--- src/rtl/qam16_demapper_if.sv ---
// Stream bundle for the 16-QAM demapper: complex sample input and packed-byte output.
interface qam16_demapper_if;
   logic        s_valid;
   logic        s_ready;
   logic [15:0] s_data;
   logic        s_last;
   logic        m_valid;
   logic        m_ready;
   logic [7:0]  m_data;
   logic        m_last;
   logic        m_pad;

   modport slave  (input  s_valid, s_data, s_last, m_ready,
                   output s_ready, m_valid, m_data, m_last, m_pad);
   modport master (output s_valid, s_data, s_last, m_ready,
                   input  s_ready, m_valid, m_data, m_last, m_pad);
endinterface

--- src/rtl/qam16_demapper.sv ---
// Hard-decision 16-QAM slicer + two-symbols-per-byte packer.
// Define QAM16_DEMAP_EVM_EN to build the squared-error accumulator on err_acc.
module qam16_demapper #(
   parameter int UNIT  = 1,
   parameter int ACC_W = 24
) (
   input  logic             clk,
   input  logic             rst_n,
   qam16_demapper_if.slave  bus,
   input  logic             err_clr,
   output logic [ACC_W-1:0] err_acc
);

   typedef enum logic {EMPTY, HALF} pk_state_e;

   localparam logic signed [8:0] THR  = 9'(2 * UNIT);
   localparam logic signed [8:0] NTHR = -THR;

   // Level index: 0=-3, 1=-1, 2=+1, 3=+3
   function automatic logic [1:0] level(input logic [7:0] v);
      logic signed [8:0] x;
      x = {v[7], v};
      if (x >= THR)        level = 2'd3;
      else if (x >= 9'sd0) level = 2'd2;
      else if (x >= NTHR)  level = 2'd1;
      else                 level = 2'd0;
   endfunction

   logic       v1_q, v1_d;
   logic [3:0] sym1_q, sym1_d;
   logic       last1_q, last1_d;
   pk_state_e  st_q, st_d;
   logic [3:0] hi_q, hi_d;
   logic       ov_q, ov_d;
   logic [7:0] od_q, od_d;
   logic       ol_q, ol_d;
   logic       op_q, op_d;

   logic [1:0] re_l, im_l;
   logic [3:0] sym_in;
   logic       emit, out_free, adv1, ready, load;

   always_comb begin
      re_l     = level(bus.s_data[7:0]);
      im_l     = level(bus.s_data[15:8]);
      // Gray maps: real -3,-1,+1,+3 -> 00,01,11,10; imag -3,-1,+1,+3 -> 10,11,01,00
      sym_in   = {re_l[1], ^re_l, ~im_l[1], ^im_l};
      emit     = v1_q & ((st_q == HALF) | last1_q);
      out_free = !ov_q | bus.m_ready;
      adv1     = v1_q & (!emit | out_free);
      ready    = rst_n & (!v1_q | adv1);
      load     = bus.s_valid & ready;

      v1_d    = v1_q;
      sym1_d  = sym1_q;
      last1_d = last1_q;
      st_d    = st_q;
      hi_d    = hi_q;
      ov_d    = ov_q;
      od_d    = od_q;
      ol_d    = ol_q;
      op_d    = op_q;

      if (load) begin
         v1_d    = 1'b1;
         sym1_d  = sym_in;
         last1_d = bus.s_last;
      end else if (adv1) begin
         v1_d = 1'b0;
      end

      if (ov_q && bus.m_ready) ov_d = 1'b0;

      if (adv1) begin
         if (st_q == EMPTY && !last1_q) begin
            hi_d = sym1_q;
            st_d = HALF;
         end else begin
            ov_d = 1'b1;
            od_d = (st_q == HALF) ? {hi_q, sym1_q} : {sym1_q, 4'h0};
            ol_d = (st_q == HALF) ? last1_q : 1'b1;
            op_d = (st_q == EMPTY);
            st_d = EMPTY;
         end
      end
   end

   always_ff @(posedge clk) begin
      if (!rst_n) begin
         v1_q    <= 1'b0;
         sym1_q  <= 4'h0;
         last1_q <= 1'b0;
         st_q    <= EMPTY;
         hi_q    <= 4'h0;
         ov_q    <= 1'b0;
         od_q    <= 8'h00;
         ol_q    <= 1'b0;
         op_q    <= 1'b0;
      end else begin
         v1_q    <= v1_d;
         sym1_q  <= sym1_d;
         last1_q <= last1_d;
         st_q    <= st_d;
         hi_q    <= hi_d;
         ov_q    <= ov_d;
         od_q    <= od_d;
         ol_q    <= ol_d;
         op_q    <= op_d;
      end
   end

   assign bus.s_ready = ready;
   assign bus.m_valid = ov_q;
   assign bus.m_data  = od_q;
   assign bus.m_last  = ol_q;
   assign bus.m_pad   = op_q;

`ifdef QAM16_DEMAP_EVM_EN
   localparam int EW = 17;
   localparam int SW = ((ACC_W > EW) ? ACC_W : EW) + 1;
   localparam logic [SW-1:0]      MAXS   = {{(SW-ACC_W){1'b0}}, {ACC_W{1'b1}}};
   localparam logic signed [9:0]  UNIT_S = 10'(UNIT);

   // |v - ideal| never exceeds 125 for any 8-bit input, so an 8x8 square suffices
   function automatic logic [15:0] sqerr(input logic [7:0] v, input logic [1:0] l);
      logic signed [9:0] lv, ideal, diff;
      logic [7:0]        mag;
      lv    = $signed({7'd0, l, 1'b0}) - 10'sd3;
      ideal = lv * UNIT_S;
      diff  = $signed({{2{v[7]}}, v}) - ideal;
      mag   = 8'(diff[9] ? -diff : diff);
      sqerr = 16'(mag) * 16'(mag);
   endfunction

   logic [EW-1:0]    e_in, e1_q, e1_d;
   logic             ld_q, ld_d;
   logic [ACC_W-1:0] acc_q, acc_d;
   logic [SW-1:0]    sel;

   always_comb begin
      e_in  = 17'(sqerr(bus.s_data[7:0], re_l)) + 17'(sqerr(bus.s_data[15:8], im_l));
      e1_d  = load ? e_in : e1_q;
      ld_d  = load;
      sel   = err_clr ? SW'(e1_q) : SW'(acc_q) + SW'(e1_q);
      acc_d = acc_q;
      if (ld_q)         acc_d = (sel > MAXS) ? '1 : sel[ACC_W-1:0];
      else if (err_clr) acc_d = '0;
   end

   always_ff @(posedge clk) begin
      if (!rst_n) begin
         e1_q  <= '0;
         ld_q  <= 1'b0;
         acc_q <= '0;
      end else begin
         e1_q  <= e1_d;
         ld_q  <= ld_d;
         acc_q <= acc_d;
      end
   end

   assign err_acc = acc_q;
`else
   logic unused_err_clr;
   assign unused_err_clr = err_clr;
   assign err_acc        = '0;
`endif

endmodule

--- src/flat_wrapper.sv ---
// flat-port wrapper written by rule: the top's interface ports become plain ports
module qam16_demapper_flat 
#(
   parameter int UNIT  = 1,
   parameter int ACC_W = 24
)
  (clk, rst_n, err_clr, err_acc, bus_s_valid, bus_s_data, bus_s_last, bus_m_ready, bus_s_ready, bus_m_valid, bus_m_data, bus_m_last, bus_m_pad);
  qam16_demapper_if bus_i ();
  input  logic clk;
  input  logic rst_n;
  input  logic err_clr;
  output logic [ACC_W-1:0] err_acc;
  input wire logic [$bits(bus_i.s_valid)-1:0] bus_s_valid;
  input wire logic [$bits(bus_i.s_data)-1:0] bus_s_data;
  input wire logic [$bits(bus_i.s_last)-1:0] bus_s_last;
  input wire logic [$bits(bus_i.m_ready)-1:0] bus_m_ready;
  output wire logic [$bits(bus_i.s_ready)-1:0] bus_s_ready;
  output wire logic [$bits(bus_i.m_valid)-1:0] bus_m_valid;
  output wire logic [$bits(bus_i.m_data)-1:0] bus_m_data;
  output wire logic [$bits(bus_i.m_last)-1:0] bus_m_last;
  output wire logic [$bits(bus_i.m_pad)-1:0] bus_m_pad;
  assign bus_i.s_valid = bus_s_valid;
  assign bus_i.s_data = bus_s_data;
  assign bus_i.s_last = bus_s_last;
  assign bus_i.m_ready = bus_m_ready;
  assign bus_s_ready = bus_i.s_ready;
  assign bus_m_valid = bus_i.m_valid;
  assign bus_m_data = bus_i.m_data;
  assign bus_m_last = bus_i.m_last;
  assign bus_m_pad = bus_i.m_pad;
  qam16_demapper #(.UNIT(UNIT), .ACC_W(ACC_W)) u_core (.clk(clk), .rst_n(rst_n), .bus(bus_i), .err_clr(err_clr), .err_acc(err_acc));
endmodule
--- config.mk ---
export PLATFORM = sky130hd
export DESIGN_NAME = qam16_demapper_flat
export DESIGN_NICKNAME = d
export VERILOG_FILES = /design/src/rtl/qam16_demapper_if.sv /design/src/rtl/qam16_demapper.sv /design/src/flat_wrapper.sv
export SDC_FILE = /design/constraint.sdc
export NUM_CORES = 1
export LEC_CHECK = 0
export CELL_PAD_IN_SITES_DETAIL_PLACEMENT = 1
export CELL_PAD_IN_SITES_GLOBAL_PLACEMENT = 2
export CORE_UTILIZATION = 20
export CTS_CLUSTER_SIZE = 14
export DETAILED_ROUTE_END_ITERATION = 10
export PLACE_DENSITY_LB_ADDON = 0.1
export SLEW_MARGIN = 20
export SYNTH_ARGS = -nofsm -noshare
export SYNTH_HDL_FRONTEND = slang
export SYNTH_SLANG_ARGS = --single-unit
export TNS_END_PERCENT = 1
--- constraint.sdc ---
create_clock -name clk -period 1.2 [get_ports clk]
set_clock_uncertainty 0.15 [all_clocks]
set_input_delay 0.24 -clock clk [delete_from_list [all_inputs] [get_ports clk]]
set_output_delay 0.24 -clock clk [all_outputs]
set_load 0.03 [all_outputs]
==> run summary <==
Initial Util - 21.3%
count of final hold-check violations - 0
total grt overflow - 0
outcome - finished, violations left
post-route non-filler standard cell count - 250
ranking of synthesized cells by area - dfxtp_1, buf_4, mux2i_1
Required @ worst endpoint - 0.81 ns
Power per Cell Area - 1070 nW/um^2
peak supply drop - 0.534 mV
final-layout fill cell count - 681
Int Power - 0.00139 W
Total Wirelength - 3260 um
Iter 0 DRT Violations - 18
Max Clk Rate - 657 MHz
synth-to-layout area growth - 48.2%
CTS tree - done
cell with the most instances after synthesis - buf_4
Placed Cells - 242
Tot Pwr - 0.00192 W
top-area cell type share of the netlist area - 36.4%
htree depth - 1
CP Data Arrival Time - 1.13 ns
Port-buffer cells - 30
number of synthesized register bits - 22
row count - 27
Pre-antenna DRT Iters - 4
dpl cell area - 1620 um^2
final net count - 201
Main synth FF type - dfxtp_1
Worst-path clk slew - 0.09 ns
R2R Setup Slk - -0.17 ns
CTS Buf Count - 3
Detail Route Antenna Nets - 0
die width - 79.8 um
largest net degree at the start of global routing - 15
failing checks - negative setup slack
die height - 79.8 um
mapped cell area - 1210 um^2
Post-synth top cells - buf_4, dfxtp_1, mux2i_1
Switch Pwr - 0.000524 W
HPWL after detailed placement - 2590 um
DR vias/cell - 4.19
I/O pins - 58
Mapped Cells - 128
area share of fa/ha/maj cells after synthesis - 0%
final setup violation count - 21
Post-synth EDFFs - 0
worst skew pair latency - 0.27 ns
crit-path max FO - 2
vias in the first global route - 1,083
global-route wire length before repair - 5310 um
hold_buf cts - 0
CP Launch Type - flop
Setup Crit Path Kind - flop to primary output
Crit. End Element - primary output
post-route cell area - 1800 um^2
area of the core - 5680 um^2
sequential share of power - 41.1%
Synth Area in XOR/XNOR - 0%
gr usage total - 10.8%
DP Worst Slack - -0.538 ns
DR DRC count - 0
class of the worst hold path - flop to flop
gpl congestion - 0.732
largest family of logic cells by synthesized area - compound AO/OA/AOI/OAI gates
asr flop ratio synth - 0%
mux cell area share after synthesis - 8.26%
antenna violations before repair - 0
Ys Warns - 0
clock network fraction of total power - 36.8%
sw frac - 27.4%
Max Slew Vio Count - 0
final setup margin - -0.322 ns
Sink Count - 22
share of cells above drive strength 1 - 32.6%
ant diodes - 0
Gate power share - 22.2%
Synth Area in Compound Gates - 19.2%
register area - 453 um^2
fin crit share - 127%
distinct cell type count after synthesis - 32
P_leak - 0.783 nW
RSZ-0062 raised after global routing - true
register area share after synthesis - 36.4%
Avg Cell Area, Syn - 9.46 um^2
Die ar. - 6370 um^2
simple-gate share of the synthesized area - 17.7%
max cap viols - 0
total number of vias - 1,047
Root Buffer - clkbuf_8
multi-input logic area - 683 um^2
Synth area leader - dfxtp_1
Tmin final - 1.52 ns
Clock Tree Buf Depth - 2
Avg WL per Cell - 13.0 um
routing by layer:
metal	vias to the layer above	GRT usage (%)	share of wire, %
met5	-	0	0
met4	0	2.68	0.83
met3	4	2.74	3.8
met2	22	19.0	51
met1	508	13.1	44
li1	513	-	-
worst max-delay path: stages (launching register included):
cell      delay (ns)
dfxtp_4         0.35
o21a_4          0.22
a21boi_4        0.15
buf_6           0.15
cell families after synthesis:
group                  count (synthesis)
and+or+nand+nor                       35
buffers and inverters                 31
DFF                                   22
muxes                                 10
other                                  1
AOI/OAI and AO/OA                     29
sequential cells by signal, summed over array words and instances (netlist names):
name / flops
u_core.bus.m_data: 8
u_core.bus.m_last: 1
u_core.bus.m_pad: 1
u_core.bus.m_valid: 1
u_core.hi_q: 4
u_core.last1_q: 1
u_core.st_q: 1
u_core.sym1_q: 4
u_core.v1_q: 1
cell type report:
| cell class | instances | share of cell area (%) |
|---|---|---|
| multi-input combinational | 98 | 38.0 |
| timing repair buffer | 53 | 27.5 |
| sequential | 22 | 25.2 |
| tap | 72 | 5.02 |
| clock buffer | 3 | 2.30 |
| clock inverter | 1 | 1.67 |
| inverter | 1 | 0.209 |
power groups by stage:
stage	clock, W	sequential [W]	combinational [W]
final	0.000704	0.000786	0.000425
after global routing	0.000762	0.000791	0.000455
after CTS	0.000731	0.000785	0.000421
after detailed placement	0	0.000808	0.000392
after global placement	0	0.000808	0.000388
after floorplan	0	0.000817	0.000281
cells in the final DEF (no fill, tap or decap), types with 2 or more instances in the layout:
cell type / synthesis / routed
a21boi_0: 7 / 3
a21boi_1: 0 / 3
a21boi_4: 1 / 2
a31oi_1: 3 / 3
and4_1: 2 / 2
buf_4: 25 / 23
buf_6: 1 / 11
clkbuf_8: 0 / 3
clkdlybuf4s50_1: 0 / 16
conb_1: 1 / 24
dfxtp_1: 22 / 16
dfxtp_2: 0 / 4
dfxtp_4: 0 / 2
dlygate4sd2_1: 0 / 2
mux2i_1: 10 / 8
mux2i_2: 0 / 2
nand2_1: 6 / 6
nand3_1: 5 / 5
nand4_1: 6 / 6
nor2b_1: 5 / 5
nor3_1: 2 / 2
nor4_1: 2 / 2
o211a_1: 6 / 6
o21a_1: 2 / 2
o21ai_1: 0 / 3
o311ai_1: 0 / 2
or2_2: 2 / 2
through the flow:
step | util [%] | hold slack [ns] | TNS [ns]
2_1_floorplan | - | 0.229 | -0.483
3_3_place_gp | 28.5 | 0.320 | -9.32
3_5_place_dp | 28.5 | 0.339 | -9.85
4_1_cts | 31.2 | 0.341 | -3.08
5_1_grt | 31.6 | 0.362 | -4.36
6_report | 31.6 | 0.342 | -2.76
repair_timing:
item	in CTS	in global routing
resized for setup	24	11
buffers inserted	4	0
endpoints found under the hold margin	0	0
pin swaps	2	1
endpoints found under the setup margin	23	29
path summary, 6_finish.rpt:
check	end	cells after the start	start
max	bus_s_ready	3	u_core.st_q
min	u_core.bus.m_data[0]	2	u_core.bus.m_data[0]
max reg2reg	u_core.last1_q	4	u_core.st_q
min reg2reg	u_core.bus.m_data[0]	2	u_core.bus.m_data[0]
Power figures use the tool's default switching activity.
